**config.mk**
```make
export PLATFORM = sky130hd
export DESIGN_NAME = div_share_scheduler
export DESIGN_NICKNAME = d
export VERILOG_FILES = /design/src/rtl/div_share_scheduler.sv
export SDC_FILE = /design/constraint.sdc
export NUM_CORES = 1
export LEC_CHECK = 0
export CAP_MARGIN = 5
export CORE_AREA = 2 2 225 227
export DETAILED_ROUTE_END_ITERATION = 8
export DIE_AREA = 0 0 227 229
export GPL_TIMING_DRIVEN = 1
export PLACE_DENSITY_LB_ADDON = 0.2
export SETUP_SLACK_MARGIN = 0.15
export SYNTH_ARGS = -nofsm -noshare
export SYNTH_HDL_FRONTEND = slang
export SYNTH_SLANG_ARGS = --single-unit
```
**constraint.sdc**
```tcl
create_clock -name clk_i -period 1.9 [get_ports clk_i]
set_input_delay 0.19 -clock clk_i [delete_from_list [all_inputs] [get_ports clk_i]]
set_output_delay 0.19 -clock clk_i [all_outputs]
set_load 0.03 [all_outputs]
```
**src/rtl/div_share_scheduler.sv**
```systemverilog
// div_share_scheduler: round-robin share of one iterative divider among NUM_REQ RSs; optional DIV_ZERO_BYPASS_EN skips the divider for zero divisors
module div_share_scheduler #(
  parameter int NUM_REQ    = 2,
  parameter int ROBsize    = 32,
  parameter int ROBsizeLog = $clog2(ROBsize+1)
) (
  input  logic                          clk_i,
  input  logic                          reset_i,
  input  logic [NUM_REQ-1:0]            readyRS_i,
  input  logic [NUM_REQ*64-1:0]         rsVal1_i,
  input  logic [NUM_REQ*64-1:0]         rsVal2_i,
  input  logic [NUM_REQ*10-1:0]         rsCommands_i,
  input  logic [NUM_REQ*ROBsizeLog-1:0] rsTag_i,
  output logic [NUM_REQ-1:0]            stallRS_o,
  output logic                          divValidIn_o,
  output logic [63:0]                   divDividend_o,
  output logic [63:0]                   divDivisor_o,
  input  logic                          divValidOut_i,
  input  logic [63:0]                   divQuotient_i,
  input  logic                          canGo_i,
  output logic [63:0]                   executeVal_o,
  output logic [9:0]                    executeCommands_o,
  output logic [ROBsizeLog-1:0]         executeTag_o,
  output logic [3:0]                    executeFlags_o,
  output logic                          valid_o
);
  localparam int PW = NUM_REQ > 1 ? $clog2(NUM_REQ) : 1;
  typedef enum logic [1:0] {IDLE, BUSY, DONE} state_t;
  state_t state, state_nxt;
  logic [PW-1:0] rr_ptr, win, win_inc;
  logic found, zero_div, grant;
  int idx;
  // scan from rr_ptr upward, wrapping, and take the first ready RS
  always_comb begin
    found = 1'b0;
    win = '0;
    idx = 0;
    for (int k = 0; k < NUM_REQ; k++) begin
      idx = int'(rr_ptr) + k;
      idx = idx >= NUM_REQ ? idx - NUM_REQ : idx;
      if (!found && readyRS_i[idx]) begin
        found = 1'b1;
        win = PW'(idx);
      end
    end
  end
  assign divDividend_o = rsVal1_i[64*win +: 64];
  assign divDivisor_o  = rsVal2_i[64*win +: 64];
  assign win_inc       = int'(win) == NUM_REQ-1 ? '0 : win + 1'b1;
  assign grant         = state == IDLE && found;
  assign valid_o       = state == DONE;
`ifdef DIV_ZERO_BYPASS_EN
  assign zero_div = divDivisor_o == '0;
`else
  assign zero_div = 1'b0;
`endif
  always_ff @(posedge clk_i)
    state <= reset_i ? IDLE : state_nxt;
  always_comb begin
    state_nxt = state;
    stallRS_o = '1;
    divValidIn_o = 1'b0;
    case (state)
      IDLE: if (found) begin
        stallRS_o[win] = 1'b0;
        divValidIn_o = !zero_div;
        state_nxt = zero_div ? DONE : BUSY;
      end
      BUSY: state_nxt = divValidOut_i ? DONE : BUSY;
      DONE: state_nxt = canGo_i ? IDLE : DONE;
      default: state_nxt = IDLE;
    endcase
  end
  always_ff @(posedge clk_i) begin
    if (reset_i) begin
      rr_ptr <= '0;
      executeVal_o <= '0;
      executeCommands_o <= '0;
      executeTag_o <= '0;
      executeFlags_o <= '0;
    end else if (grant) begin
      rr_ptr <= win_inc;
      executeCommands_o <= rsCommands_i[10*win +: 10];
      executeTag_o <= rsTag_i[ROBsizeLog*win +: ROBsizeLog];
      executeFlags_o <= {3'b000, zero_div};
      if (zero_div) executeVal_o <= '1;
    end else if (state == BUSY && divValidOut_i) begin
      executeVal_o <= divQuotient_i;
    end
  end
endmodule

```
==> impl_results.md <==
- DRC violations left: 0
- Clock root cell: clkbuf_16
- Synth area leaders: dfxtp_1 34%, mux2_2 30%, nand2_1 10%
- Vias in the first global route: 6717
- Critical path's top delay family: buffers and inverters
- P_leak: 4.89 nW
- Met1 Wirelength: 15.3 mm
- Clk pwr share: 0.248
- Row cnt: 82
- Post-CTS Hold Buffers: 0
- Placed Cells: 1760
- Endpoints failing setup: 128
- Worst Setup Slack, final: -222 ps
- Cells after synthesis: 538
- CP endpoint kind: output pin
- CP Max Fanout: 7
- Synth top area share: 0.342
- Largest stage delay on the critical path: 370 ps
- Flops & latches, synth: 83
- Final ANT Viol Nets: 0
- RSZ-0062 raised after global routing: yes
- Fin nets: 1487
- Cell-internal power: 0.00482 W
- Sum Neg Setup Slack: -21000 ps
- Synth Cell Area: 0.00486 mm^2
- Clk_lat worst skew: 380 ps
- Core ar.: 0.0497 mm^2
- Avg Inst Size Synth: 9.04 um^2
- Non-Filler Instances: 1816
- Worst path slowest cell: dfxtp_4
- Count of buffer and inverter cells on the critical path: 3
- Fmax: 471 MHz
- Post-layout util: 0.253
- Initial core utilization: 0.0980
- Post-synth top cells: 129 x nand2_1, 128 x mux2_2, 83 x dfxtp_1
- Die Wd: 227 um
- HP Class: in2reg
- Sequential element share of the synthesized area: 0.342
- Final worst path period need: 2120 ps
- Slew Limit Fails: 0
- Die area: 0.0520 mm^2
- Yosys Warn Count: 0
- Fin Clk Skew: 9.07 ps
- DR WL/cell: 22.3 um
- CP startpoint kind: flop
- I/O pin cnt: 574
- Final HPWL DP: 33.1 mm
- CTS Buffer Depth: 2
- Most common cell in the netlist: nand2_1
- Least-Margin Pin Slew: 535 ps
- Final period util: 1.12
- Post-synth top area cell: dfxtp_1
- Switching share of power: 0.360
- Number of max-cap violations: 0
- Peak VDD IR: 456 uV
- Port Buffers: 569
- Setup WS pre-CTS: -460 ps
- Chip height: 229 um
- Largest net degree at the start of global routing: 66
- Grt total ovfl: 0
- CTS tree: yes
- Share of layout cells above drive strength 1: 0.317
- Status: finished with violations
- Post-synth EDFFs: 0
- Clock edge transition at the registers on the reported setup and hold paths: 80 ps
- Internal reg-to-reg setup slack: 430 ps
- Global-route wire length before repair: 53.1 mm
- PD cells: 600 mW/mm^2
- Vias: 6461
- Initial antenna violation count: 14
- Sink Count: 83
- Met2 wire len: 20.1 mm
- Final Hold Viols: 0
- Met3 WL: 4.26 mm
- Distinct cells, synth: 26
- Top Metal Used: met5
- Failing checks: negative setup slack
- TritonCTS buffer count: 9
- Sequential power share: 0.254
- Drt total wl: 40.5 mm
- Vias per inst: 3.56
- CP required: 1710 ps
- CP Cell Sequence: nand2b_4, nand2_8, buf_12, clkbuf_16, mux2_2, clkdlybuf4s15_2
- GPL Wtd Cong: 0.904
- Net Sw Power: 0.00271 W
- Worst slew margin: 0.645
- CP Data Arrival Time: 1930 ps
- H-tree levels: 3
- Initial DRC count: 237
- Fillers: 5500
- Synth-to-layout area growth: 158%
- Setup Crit Path Kind: reg2out
- Logic gate share of total power: 0.498
- DR pass1 iterations: 4
- Async SR Flop Fraction: 0
- GRT Total Usage: 0.149
- Synth Flop Type: dfxtp_1
==> per-stage QoR <==
step           hold WS [ps]  instance area [um^2]  total power, W
2_1_floorplan           326                  4880         0.00350
3_3_place_gp            441                 11300         0.00533
3_5_place_dp            446                 11300         0.00532
4_1_cts                 266                 12100         0.00755
5_1_grt                 292                 12600         0.00791
6_report                281                 12600         0.00753
==> registers in the layout, indices dropped and copies added (netlist names) <==
signal	count
executeTag_o	6
rr_ptr	1
state	2
executeCommands_o	10
executeVal_o	64
==> final cells by class <==
cell class              instances  area, um^2  area share
inverters                       2        7.51    0.000598
repair buffers                629        6590       0.525
flip-flops and latches         83        1670       0.133
multi-input cells             404        3130       0.249
well taps                     672         841      0.0670
clock inverters                 6        65.1     0.00518
diodes                         10        25.0     0.00199
clock buffers                  10         229      0.0182
==> worst reg2reg max path: stages (launching register included) <==
cell      delay, ps
dfxtp_4         380
buf_4           140
and2b_1         200
buf_4           180
o21ai_0         300
a311oi_2        140
==> layout by cell type (no fill, tap or decap), types with 22 or more instances in the layout <==
master             n
buf_12            22
clkdlybuf4s50_1  434
buf_6             80
mux2_2            63
buf_4             59
mux2_4            65
a21oi_1           81
dfxtp_1           82
nand2_1          128
==> power by group through the flow <==
stage | logic (W) | clock network, W | registers, W
2_1_floorplan | 0.00134 | 0 | 0.00215
3_3_place_gp | 0.00338 | 0 | 0.00195
3_5_place_dp | 0.00337 | 0 | 0.00195
4_1_cts | 0.00363 | 0.00201 | 0.00192
5_1_grt | 0.00395 | 0.00204 | 0.00193
6_report | 0.00375 | 0.00187 | 0.00191
==> timing repair <==
action                                  4_1_cts  5_1_grt
gates cloned                                  3        5
gates resized for setup                     318       94
setup buffers                                13        9
endpoints found under the setup margin      134      142
==> metal layers <==
| layer | vias to the layer above | global-route usage |
|---|---|---|
| met5 | - | 0 |
| met4 | 4 | 0.0582 |
| met3 | 34 | 0.0630 |
| met2 | 322 | 0.253 |
| met1 | 3037 | 0.164 |
| li1 | 3064 | - |
==> path summary, 6_finish.rpt <==
kind                                        from              endpoint  cells past startpoint
worst max-delay path                      rr_ptr      divDividend_o[0]                      6
worst min-delay path                     reset_i      executeVal_o[26]                      2
worst max register to register            rr_ptr  executeCommands_o[1]                      5
worst min register to register  executeVal_o[53]      executeVal_o[53]                      2
==> cells by family (layout without fill, tap and decap cells) <==
family,Yosys count,in the layout,share of synthesized area
compound gates,115,115,0.153
buf+inv,54,647,0.0756
flops,83,83,0.342
mux,128,128,0.296
other cells,1,14,0.000771
simple gates,157,157,0.133
(Power assumes the default switching activity.)
